File: src/rtl/rv32ima_pkg.sv
// Shared RV32IMA types and constants; this slice adds the multiply/divide unit encodings.
package rv32ima_pkg;

    localparam int unsigned WORD_W = 32;
    localparam int unsigned MULDIV_LATENCY = WORD_W + 1;

    typedef logic [WORD_W-1:0] word_t;
    typedef logic [4:0]        reg_t;

    // RV32M funct3 encoding
    typedef enum logic [2:0] {
        MUL    = 3'b000,
        MULH   = 3'b001,
        MULHSU = 3'b010,
        MULHU  = 3'b011,
        DIV    = 3'b100,
        DIVU   = 3'b101,
        REM    = 3'b110,
        REMU   = 3'b111
    } muldiv_op_t;

    typedef enum logic [1:0] {
        IDLE,
        CALC,
        DONE
    } muldiv_state_t;

    function automatic logic op_is_div(input muldiv_op_t op);
        return op[2];
    endfunction

    function automatic logic op_is_rem(input muldiv_op_t op);
        return op[2] && op[1];
    endfunction

    function automatic logic rs1_signed(input muldiv_op_t op);
        return (op == MULH) || (op == MULHSU) || (op == DIV) || (op == REM);
    endfunction

    function automatic logic rs2_signed(input muldiv_op_t op);
        return (op == MULH) || (op == DIV) || (op == REM);
    endfunction

endpackage

File: src/rtl/muldiv_core.sv
// Iterative datapath: 2*XLEN accumulator, one shift-add or restoring shift-subtract per step.
module muldiv_core
    import rv32ima_pkg::*;
#(
    parameter int XLEN  = 32,
    parameter int CNT_W = 6
) (
    input  logic              clk,
    input  logic              nrst,
    input  logic              start,
    input  logic              step,
    input  logic              is_div,
    input  logic [XLEN-1:0]   a,
    input  logic [XLEN-1:0]   b,
    output logic [2*XLEN-1:0] acc_step,
    output logic              last
);
    localparam logic [CNT_W-1:0] LAST_CNT = CNT_W'(XLEN - 1);

    logic [2*XLEN-1:0] acc_q;
    logic [XLEN-1:0]   b_q;
    logic [CNT_W-1:0]  cnt_q;
    logic [XLEN-1:0]   hi, lo;
    logic [XLEN:0]     sum, rem_sh, diff;

    always_comb begin
        hi     = acc_q[2*XLEN-1:XLEN];
        lo     = acc_q[XLEN-1:0];
        sum    = {1'b0, hi} + {1'b0, b_q};
        rem_sh = {hi, lo[XLEN-1]};
        diff   = rem_sh - {1'b0, b_q};
        if (is_div) begin
            // Keep the trial subtraction only when it does not borrow.
            if (!diff[XLEN]) acc_step = {diff[XLEN-1:0], lo[XLEN-2:0], 1'b1};
            else             acc_step = {rem_sh[XLEN-1:0], lo[XLEN-2:0], 1'b0};
        end else begin
            if (lo[0]) acc_step = {sum, lo[XLEN-1:1]};
            else       acc_step = {1'b0, hi, lo[XLEN-1:1]};
        end
    end

    assign last = (cnt_q == LAST_CNT);

    always_ff @(posedge clk or posedge nrst) begin
        if (nrst) begin
            acc_q <= '0;
            b_q   <= '0;
            cnt_q <= '0;
        end else if (start) begin
            acc_q <= {{XLEN{1'b0}}, a};
            b_q   <= b;
            cnt_q <= '0;
        end else if (step) begin
            acc_q <= acc_step;
            cnt_q <= cnt_q + 1'b1;
        end
    end

endmodule

File: src/rtl/muldiv_unit.sv
// RV32M multiply/divide unit: FSM, handshakes, special cases and sign fix-up around muldiv_core.
module muldiv_unit
    import rv32ima_pkg::*;
#(
    parameter int XLEN  = 32,
    parameter int CNT_W = 6
) (
    input  logic            clk,
    input  logic            nrst,
    input  logic            in_valid,
    output logic            in_ready,
    input  logic [2:0]      op,
    input  logic [XLEN-1:0] rs1_data,
    input  logic [XLEN-1:0] rs2_data,
    input  logic [4:0]      rd_in,
    input  logic            flush,
    output logic            out_valid,
    input  logic            out_ready,
    output logic [XLEN-1:0] result,
    output logic [4:0]      rd_out
);
    localparam logic [XLEN-1:0] MIN_NEG = {1'b1, {(XLEN-1){1'b0}}};

    muldiv_state_t     state_q, state_d;
    muldiv_op_t        op_in, op_q;
    logic [XLEN-1:0]   mag_a, mag_b, mag_a_q, mag_b_q;
    logic [XLEN-1:0]   special_val, result_q, fix, sel;
    logic [2*XLEN-1:0] acc_step, prod;
    logic              accept, neg_a, neg_b, neg_in, neg_q, init_q;
    logic              div_zero, div_ovf, special, start, step, last, core_div;
    reg_t              rd_q;

    assign op_in = muldiv_op_t'(op);

    always_comb begin
        accept   = in_valid && (state_q == IDLE) && !flush;
        neg_a    = rs1_signed(op_in) && rs1_data[XLEN-1];
        neg_b    = rs2_signed(op_in) && rs2_data[XLEN-1];
        mag_a    = neg_a ? -rs1_data : rs1_data;
        mag_b    = neg_b ? -rs2_data : rs2_data;
        neg_in   = op_is_rem(op_in) ? neg_a : (neg_a ^ neg_b);
        div_zero = op_is_div(op_in) && (rs2_data == '0);
        div_ovf  = ((op_in == DIV) || (op_in == REM)) && (rs1_data == MIN_NEG) && (rs2_data == '1);
        special  = div_zero || div_ovf;
        if (div_zero) special_val = op_is_rem(op_in) ? rs1_data : '1;
        else          special_val = op_is_rem(op_in) ? '0 : MIN_NEG;
    end

    // Fix-up uses the core's final step value so the result is registered on entry to DONE.
    always_comb begin
        prod = neg_q ? -acc_step : acc_step;
        sel  = op_is_rem(op_q) ? acc_step[2*XLEN-1:XLEN] : acc_step[XLEN-1:0];
        if (op_is_div(op_q)) fix = neg_q ? -sel : sel;
        else if (op_q == MUL) fix = prod[XLEN-1:0];
        else                  fix = prod[2*XLEN-1:XLEN];
    end

    always_comb begin
        state_d = state_q;
        start   = 1'b0;
        step    = 1'b0;
        unique case (state_q)
            IDLE: begin
                if (accept) state_d = special ? DONE : CALC;
            end
            CALC: begin
                if (flush) begin
                    state_d = IDLE;
                end else if (init_q) begin
                    start = 1'b1;
                end else begin
                    step = 1'b1;
                    if (last) state_d = DONE;
                end
            end
            DONE: begin
                if (flush || out_ready) state_d = IDLE;
            end
            default: state_d = IDLE;
        endcase
    end

    always_ff @(posedge clk or posedge nrst) begin
        if (nrst) begin
            state_q  <= IDLE;
            op_q     <= MUL;
            neg_q    <= 1'b0;
            init_q   <= 1'b0;
            mag_a_q  <= '0;
            mag_b_q  <= '0;
            result_q <= '0;
            rd_q     <= '0;
        end else begin
            state_q <= state_d;
            init_q  <= accept && !special;
            if (accept) begin
                op_q    <= op_in;
                neg_q   <= neg_in;
                mag_a_q <= mag_a;
                mag_b_q <= mag_b;
                rd_q    <= rd_in;
                if (special) result_q <= special_val;
            end
            if (step && last) result_q <= fix;
        end
    end

    assign core_div = op_is_div(op_q);

    muldiv_core #(
        .XLEN (XLEN),
        .CNT_W(CNT_W)
    ) u_core (
        .clk     (clk),
        .nrst    (nrst),
        .start   (start),
        .step    (step),
        .is_div  (core_div),
        .a       (mag_a_q),
        .b       (mag_b_q),
        .acc_step(acc_step),
        .last    (last)
    );

    assign in_ready  = (state_q == IDLE) && !nrst;
    assign out_valid = (state_q == DONE);
    assign result    = result_q;
    assign rd_out    = rd_q;

endmodule

File: config.mk
export PLATFORM = sky130hd
export DESIGN_NAME = muldiv_unit
export DESIGN_NICKNAME = d
export VERILOG_FILES = /design/src/rtl/rv32ima_pkg.sv /design/src/rtl/muldiv_core.sv /design/src/rtl/muldiv_unit.sv
export SDC_FILE = /design/constraint.sdc
export NUM_CORES = 1
export LEC_CHECK = 0
export CAP_MARGIN = 20
export CORE_ASPECT_RATIO = 1.25
export CORE_UTILIZATION = 55
export DETAILED_ROUTE_END_ITERATION = 8
export PLACE_DENSITY_LB_ADDON = 0.05
export SYNTH_ARGS = -nofsm -noshare
export SYNTH_HDL_FRONTEND = slang
export SYNTH_HIERARCHICAL = 1
export SYNTH_SLANG_ARGS = --single-unit
export TNS_END_PERCENT = 30
File: constraint.sdc
create_clock -name clk -period 6.24 [get_ports clk]
set_clock_uncertainty 0.2 [all_clocks]
set_input_delay 1.248 -clock clk [delete_from_list [all_inputs] [get_ports clk]]
set_output_delay 1.248 -clock clk [all_outputs]
set_load 0.02 [all_outputs]
# Word level (Yosys, flattened, before mapping)
# Index checks and enable logic that the tools add are counted.
# op_classes
n_reduce_logical,31
n_mux,34
n_eq_ne,13
n_addsub,7
bitwise,1
# op_table
operator,count
2-to-1 mux 32 bit,12
2-to-1 mux 64 bit,6
negation 32 bit,3
"== test 32 bit, second input constant",2
negation 64 bit,1
adder 32 x 32 -> 33 bit,1
subtractor 33 x 32 -> 33 bit,1
zero test 32 bit,1
logical AND 1 bit,12
2-to-1 mux 2 bit,6
2-to-1 mux 6 bit,2
logical OR 1 bit,8
2-to-1 mux 1 bit,7
"adder 6 x 1 -> 6 bit, second input constant",1
"== test 3 bit, second input constant",2
"== test 6 x 5 -> 1 bit, second input constant",1
"!= test 3 bit, second input constant",2
one-hot mux 2 bit (3 select lines),1
nonzero test 2 bit,3
AND reduction 4 bit,1
"== test 3 x 1 -> 1 bit, second input constant",1
"== test 3 x 2 -> 1 bit, second input constant",1
zero test 1 bit,3
zero test 3 bit,1
other kinds (7),7
# word_totals
wordCells,97
output_inout_bits,39
ff_bits,210

# Longest topological paths before layout
# Gate-level depths: netlist (run 1).
# depth
word_depth,8
ltp_mapped,23

# Modules after synthesis
# Netlist (run 1), hierarchy kept.
# by_module_without_submodules
mod,instances,seq_area_each_um2,cells_each,area_each_um2
muldiv_unit,1,2702.6,1331,10206.0
muldiv_core,1,2552.4,1155,9342.7

# Worst setup path before layout (run 1)
# No wires, ideal clock.
# synth_path
path_type,flip-flop to flip-flop
start,register u_core.acc_q[31]
end,register result_q[17] (netlist: result[17])
path_buffers,2
setup_ns,0.082
stages_incl_launch_ff,23
arrival_time_ns,4.949
period_less_slack_ns,5.230
slack_ns,1.010
path_cell_list,dfrtp_1 > inv_1 > ha_1 > inv_1 > fa_1 > a21o_1 > a311o_1 > nand2_1 > a211oi_4 > o2111a_2 > a31o_4 > buf_6 > o21ai_0 > o211ai_1 > nor2b_1 > clkbuf_1 > nor4_2 > nand4_1 > or4_1 > o21ai_0 > xor2_1 > a211o_1 > a31oi_1
# synth_between
elab_chain_len,8
elab_cells_between_ends,12
# synth_lines
item,line,text
from (decl),muldiv_core.sv:20,logic [2*XLEN-1:0] acc_q;
from (signal assigned),muldiv_core.sv:50,"acc_q <= {{XLEN{1'b0}}, a};"
from (signal assigned),muldiv_core.sv:54,acc_q <= acc_step;
subtractor 33 x 32 -> 33 bit (*),muldiv_core.sv:31,"diff = rem_sh - {1'b0, b_q};"
2-to-1 mux 64 bit (*),muldiv_core.sv:34,"if (!diff[XLEN]) acc_step = {diff[XLEN-1:0], lo[XLEN-2:0], 1'b1};"
2-to-1 mux 64 bit (*),muldiv_core.sv:32,if (is_div) begin
named net acc_step[38],muldiv_unit.sv:28,"logic [2*XLEN-1:0] acc_step, prod;"
negation 64 bit or 2-to-1 mux 32 bit (tied branches),"muldiv_unit.sv:51, muldiv_unit.sv:52",
2-to-1 mux 64 bit or negation 32 bit (tied branches),"muldiv_unit.sv:51, muldiv_unit.sv:53",
2-to-1 mux 32 bit (on tied branches),"muldiv_unit.sv:54, muldiv_unit.sv:53",
2-to-1 mux 32 bit (*),muldiv_unit.sv:53,if (op_is_div(op_q)) fix = neg_q ? -sel : sel;
2-to-1 mux 32 bit (*),muldiv_unit.sv:104,if (step && last) result_q <= fix;
to (signal assigned),muldiv_unit.sv:102,if (special) result_q <= special_val;
to (signal assigned),muldiv_unit.sv:104,
to (decl),muldiv_unit.sv:27,"logic [XLEN-1:0] special_val, result_q, fix, sel;"
# Mark *: on every way through the listed nets, which the timed path passes. The rest lies on a longest branch.
# A chain may end at the register's enable or synchronous reset.

# Worst setup path after layout (run 1)
# layout_path
start,register u_core.acc_q[46]
end,register result_q[30] (netlist: result[30])
# layout_between
elab_chain_len,8
elab_cells_between_ends,13
# layout_lines
item,line
subtractor 33 x 32 -> 33 bit or adder 32 x 32 -> 33 bit (tied branches),"muldiv_core.sv:31, muldiv_core.sv:29"
2-to-1 mux 64 bit (on tied branches),"muldiv_core.sv:34, muldiv_core.sv:37"
2-to-1 mux 64 bit (*),muldiv_core.sv:32
named net acc_step[58],muldiv_unit.sv:28
negation 64 bit or 2-to-1 mux 32 bit (tied branches),"muldiv_unit.sv:51, muldiv_unit.sv:52"
2-to-1 mux 64 bit or negation 32 bit (tied branches),"muldiv_unit.sv:51, muldiv_unit.sv:53"
2-to-1 mux 32 bit (on tied branches),"muldiv_unit.sv:54, muldiv_unit.sv:53"
2-to-1 mux 32 bit (*),muldiv_unit.sv:53
2-to-1 mux 32 bit (*),muldiv_unit.sv:104
# Marked as above.

==> flow_metrics.tcl, run 1 <==
set metrics [dict create \
    outcome "finished clean" \
    htree_num_levels 1 \
    antenna_found_initial 1 \
    port_buffers 115 \
    ys_types 112 \
    hold_start "rd_out[3]" \
    wl_um 80950 \
    syn-num-nets 2635 \
    drive_above_1_share_pct 8.762 \
    cts_hold_buf 0 \
    fmax_mhz 169.4 \
    tns_ns 0 \
    leakage_nw 8.759 \
    grt_pass1_vias 20220 \
    rsz0062_at_grt "no" \
    crit_fanout 6 \
    synth_top_area_cell "dfrtp_1" \
    start_util_pct 56.32 \
    r2r_cells 16 \
    synth_area_leaders "dfrtp_1 (27%), nand2_1 (6.3%), o21ai_0 (5.5%)" \
    grt_first_pass_wirelength_um 121800 \
    end_kind "register" \
    maxCapViolations 0 \
    dp_hpwl_um 59510 \
    hold_path_depth 2 \
    syn_inst 2486 \
    fin_ws_ns 0.3354 \
    synth-seq-cells 210 \
    cts_tree "yes" \
    finalNonFillerCells 3013 \
    cp.arrival_ns 6.20 \
    ys.warnings.count 6 \
    r2r-end "result[30]" \
    ir_drop_mv 0.3579 \
    vias_per_cell 6.954 \
    hold_end "rd_out[3]" \
    grt_max_degree 104 \
    worst_pin_slew_ns 1.257 \
    root_buffer "clkbuf_16" \
    r2r_slack_ns 0.34 \
    clock_latency_ns 0.56 \
    final_util_pct 63.37 \
    io_pins 116 \
    synthArstFlopShare_pct 100.0 \
    setup_violations 0 \
    dr_total_vias 20950 \
    die_area_um2 36310 \
    post_drt_wl_per_cell_um 26.87 \
    clkTransAtPathRegs_ns 0.07 \
    die_h_um 212.8 \
    fin_crit_ns 5.905 \
    clock-sinks 210 \
    synthToLayoutAreaGrowth_pct 12.51 \
    firstDrtPassIters 8 \
    hold_viol 0 \
    gr-usage-all-layers_pct 44.67 \
    die_w_um 170.6 \
    postCtsResizedCells 0 \
    finalMaxSlewViolations 0 \
    cts_inserted_buffers 24 \
    holdCritPathClass "reg -> reg" \
    gr-total-overflow 0 \
    avgSynthCellArea_um2 7.864 \
    drt_iter0_markers 2500 \
    post_cts_buffers 0 \
    row_count 76 \
    ys.flop_type "dfrtp_1" \
    worstReg2RegStart "u_core/acc_q[46]" \
    fin_crit_sh_pct 94.63 \
    post-place-cells 2969 \
    crit_path_start_kind "register" \
    nNetsFinal 2677 \
    synth_top_area_share_pct 26.88 \
    drc_errors 0 \
    finalWeightedCongestion 1.063 \
    slew_headroom_pct 15.88 \
    p_per_area_nw_per_um2 569.2 \
    antenna_cells_inserted 0 \
    antenna_left 0 \
    place_ws_ns 0.4990 \
    synth_edf_count 0 \
    crit_type "reg -> reg" \
    core_um2 34710 \
    yosysSeqAreaShare_pct 26.88 \
    cts_buffer_depth 3 \
    cp.required_ns 6.53 \
    synthesis.area_um2 19550 \
]
cell families after synthesis:
| group | after synthesis | share of synthesized area, % |
|---|---|---|
| buffers and inverters | 249 | 5.268 |
| and+or+nand+nor | 930 | 24.14 |
| muxes | 118 | 6.292 |
| AOI/OAI and AO/OA | 735 | 25.03 |
| xor gates and xnor gates | 172 | 7.706 |
| DFF | 210 | 26.88 |
| adders and majority gates | 72 | 4.685 |
where the power goes:
group | internal [W] | switching, W | total (W)
sequential | 0.00175 | 0.000494 | 0.00225
clock | 0.000838 | 0.000631 | 0.00147
combinational | 0.00312 | 0.00568 | 0.00880
routing by layer:
layer  global-route usage, %  vias up  wire, um
li1                        -     9276         -
met1                   51.12     9959     29160
met2                   70.20     1329     36000
met3                   9.157      387      7377
met4                   40.76        0      8420
met5                       0        -         0
synth_stat cells (57+ instances only):
cell,instances
nand3_1,57
mux2i_1,79
xor2_1,91
o21ai_0,216
inv_1,67
nor3_1,86
nand2_1,328
a21oi_1,132
xnor2_1,81
clkbuf_1,137
dfrtp_1,210
nor2_1,178
ha_1,70
layout make-up:
| class | count | area, um^2 |
|---|---|---|
| clock buffer | 37 | 719.4 |
| clock inverter | 6 | 83.83 |
| fill | 3073 | 12710 |
| inverter | 69 | 264.0 |
| multi-input combinational | 2027 | 13290 |
| sequential | 210 | 5261 |
| tap | 468 | 585.6 |
| timing repair buffer | 196 | 1792 |
registers in the layout, summed over array words and instances (netlist names):
signal	flops
mag_a_q	32
u_core/acc_q	64
state_q	2
neg_q	1
op_q	3
u_core/b_q	32
rd_out	5
result	32
mag_b_q	32
init_q	1
u_core/cnt_q	6
metrics by stage:
step	hold slack (ns)	cell area (um^2)	power, W
after floorplan	0.2444	19550	0.008115
after global placement	0.2573	21160	0.01059
after detailed placement	0.2686	21160	0.01066
after CTS	0.2837	21970	0.01218
after global routing	0.3061	21990	0.01319
final	0.2810	21990	0.01252
cell usage in the layout (no fill, tap or decap), types with 13 or more instances in the layout:
cell             instances
nor3_1                  85
inv_1                   65
a31oi_1                 35
nor2b_1                 31
nor4_1                  43
o31ai_1                 33
nand4_1                 28
nand2b_1                18
clkbuf_16               24
or4_1                   21
and3_1                  18
a311oi_1                13
nand2_1                328
or3_1                   25
a21oi_1                132
xor2_1                  91
mux2i_1                 79
xnor2_1                 81
clkdlybuf4s50_1        115
dfrtp_1                207
a211o_1                 13
o21ai_0                216
o41ai_1                 22
ha_1                    70
buf_4                   79
a211oi_1                51
mux2_2                  38
a21o_1                  34
o211ai_1                34
nor2_1                 176
nand3_1                 57
critical path, cell delays in order, from the launching register on:
cell and delay [ns]:
dfrtp_1 0.46, ha_1 0.43, a21oi_1 0.24, o21ai_0 0.26, a221oi_1 0.62, nand2_1 0.27
a211o_1 0.36, a2111oi_0 0.56, buf_4 0.22, nor3_1 0.06, or4bb_1 0.55, a222oi_1 0.55
and4b_1 0.29, nor4bb_1 0.31, mux2i_1 0.23, o211ai_1 0.11, nand3_1 0.11
worst max path at each step:
stage | from | to | slack [ns] | cells past startpoint
final | u_core/acc_q[46] | result[30] | 0.34 | 16
after detailed placement | u_core/acc_q[31] | result[29] | 0.50 | 20
after global routing | u_core/acc_q[31] | result[18] | 0.02 | 20
after floorplan | u_core/acc_q[31] | result[17] | 1.01 | 22
after CTS | u_core/acc_q[31] | result[13] | 0.46 | 20
after global placement | u_core/acc_q[31] | result[13] | 0.55 | 20
No activity file was read; power rests on OpenSTA's default activity.
==> inputs of run 2 (changes only) <==
GPL_ROUTABILITY_DRIVEN = 1   (was default)
PLACE_DENSITY_LB_ADDON = 0.1   (was 0.05)
clock period = 6.3 ns   (was 6.24 ns; I/O delays follow)
==> run 2 against run 1 <==
  * Cell count about the same
  * Combinational power decreased by 2.4%
  * Critical path depth increased by 3
  * Largest cell class unchanged
  * Sequential share of layout area decreased by 0.080 points
  * Count of clock-buffer cells in the layout decreased by 6
  * Power decreased by 0.89%
  * Clock power increased by 10%
  * Routed wire length decreased by 3.5%
  * Core utilization increased by 0.21 points
==> flow_metrics.tcl, run 2 (same netlist as run 1, synthesis figures left out) <==
set metrics [dict create \
    worstReg2RegStart "u_core/acc_q[31]" \
    largest_reg_flops 64 \
    cp.required_ns 6.60 \
    io_pins 116 \
    cts_buffer_depth 3 \
    wl_met3_um 6301 \
    gr-usage-all-layers_pct 43.03 \
    crit_fanout 18 \
    multi_input_area_um2 13310 \
    r2r_slack_ns 0.20 \
    hold_path_depth 2 \
    firstDrtPassIters 6 \
    post_cts_buffers 0 \
    wl_met2_um 35430 \
    post_drt_wl_per_cell_um 25.94 \
    die_area_um2 36310 \
    grt_first_pass_wirelength_um 118300 \
    slew_headroom_pct 18.35 \
    top_layer "met4" \
    crit_path_start_kind "register" \
    nNetsFinal 2673 \
    finalWeightedCongestion 1.034 \
    fin_crit_ns 6.105 \
    grt_pass1_vias 20030 \
    vias_per_cell 6.862 \
    r2r_cells 19 \
    leakage_nw 8.781 \
    dr_total_vias 20660 \
    hold_start "rd_out[1]" \
    fmax_mhz 163.8 \
    cts_inserted_buffers 25 \
    drc_errors 0 \
    hold_viol 0 \
    gr-total-overflow 0 \
    row_count 76 \
    crit_type "reg -> reg" \
    clock-sinks 210 \
    clock_latency_ns 0.57 \
    final_util_pct 63.58 \
    root_buffer "clkbuf_16" \
    holdCritPathClass "reg -> reg" \
    wl_um 78110 \
    layout_commonest_cell "nand2_1" \
    finalMaxSlewViolations 0 \
    port_buffers 115 \
    regArea_um2 5261 \
    worst_pin_slew_ns 1.215 \
    post-place-cells 2963 \
    outcome "finished clean" \
    fin_crit_sh_pct 96.90 \
    core_um2 34710 \
    worst_setup_path_startpoint "u_core/acc_q[31]" \
    r2r-end "result[13]" \
    setup_violations 0 \
    drt_iter0_markers 2348 \
    hold_end "rd_out[1]" \
    p_per_area_nw_per_um2 562.3 \
    synthToLayoutAreaGrowth_pct 12.88 \
    rsz0062_at_grt "yes" \
    regMostFlops "u_core/acc_q" \
    cp.arrival_ns 6.41 \
    start_util_pct 56.32 \
    end_kind "register" \
    grt_max_degree 79 \
    cts_tree "yes" \
    antenna_left 0 \
    htree_num_levels 1 \
    clkTransAtPathRegs_ns 0.06 \
    antenna_found_initial 0 \
    drive_above_1_share_pct 8.887 \
    antenna_cells_inserted 0 \
    ir_drop_mv 0.2618 \
    final_cell_mix "nand2_1 (328), o21ai_0 (215), dfrtp_1 (207)" \
    die_w_um 170.6 \
    wl_met1_um 28920 \
    fill_cells 3106 \
    finalNonFillerCells 3011 \
    die_h_um 212.8 \
    maxCapViolations 0 \
    dp_hpwl_um 58300 \
]
==> run 2: cell types whose count changed in the layout (fill, tap and decap cells not counted), moves of 2 or more <==
cell / delta
clkinv_2: +2
clkinvlp_4: +2
clkbuf_8: -4
clkbuf_1: -3
buf_4: -5
bufinv_16: +4
==> run 2: worst max path at each step <==
stage / endpoint / slack, ns / cells past startpoint
after global placement: result[28] / 0.43 / 22
after global routing: result[13] / -0.003 / 21
after floorplan: result[17] / 1.07 / 22
after CTS: result[28] / 0.25 / 22
after detailed placement: result[28] / 0.31 / 22
final: result[13] / 0.20 / 19
==> run 2: final cells by class <==
class | instances | share of cell area [%]
clock buffers | 31 | 3.073
clock inverters | 15 | 1.032
inverters | 69 | 1.196
multi-input cells | 2027 | 60.31
flip-flops and latches | 210 | 23.84
well taps | 468 | 2.654
repair buffers | 191 | 7.893
==> run 2: power breakdown <==
part	total, W	internal [W]	leakage (nW)	switching [W]
Sequential	0.00220	0.00174	2.67	0.000461
Clock	0.00162	0.000977	0.442	0.000644
Combinational	0.00859	0.00306	5.67	0.00553
==> run 2: what timing repair did <==
action / CTS / global route
hold buffers: 0 / 0
endpoints found under the setup margin: 0 / 6
gates resized for setup: 0 / 3
==> run 2: critical path, stage by stage (launching register included) <==
cell      delay (ns)
dfrtp_1         0.40
inv_1           0.10
ha_1            0.17
inv_1           0.06
fa_1            0.40
a21o_1          0.21
a311o_1         0.36
nand2_1         0.16
a211oi_4        0.11
o2111a_2        0.31
a31o_4          0.31
nor2_8          0.36
nor3_1          0.11
nor3_1          0.94
nor2_1          0.14
mux2_2          0.42
a21oi_1         0.43
xor2_1          0.14
a221oi_1        0.47
o22a_1          0.23
==> run 2: layer usage <==
layer  vias to the layer above  global-route usage (%)
li1                       9274                       -
met1                      9894                   50.89
met2                      1182                   68.91
met3                       310                   5.950
met4                         0                   36.91
met5                         -                       0
==> run 2: per-stage QoR <==
step	power, W	hold slack [ns]	setup WS, ns	setup TNS, ns	area [um^2]
final	0.01241	0.2737	0.1951	0	22070
after CTS	0.01210	0.2779	0.2523	0	22010
after global placement	0.01033	0.2584	0.4271	0	21110
after global routing	0.01308	0.2905	-0.002883	-0.002883	22070
after detailed placement	0.01042	0.2623	0.3110	0	21110
after floorplan	0.008037	0.2444	1.070	0	19550
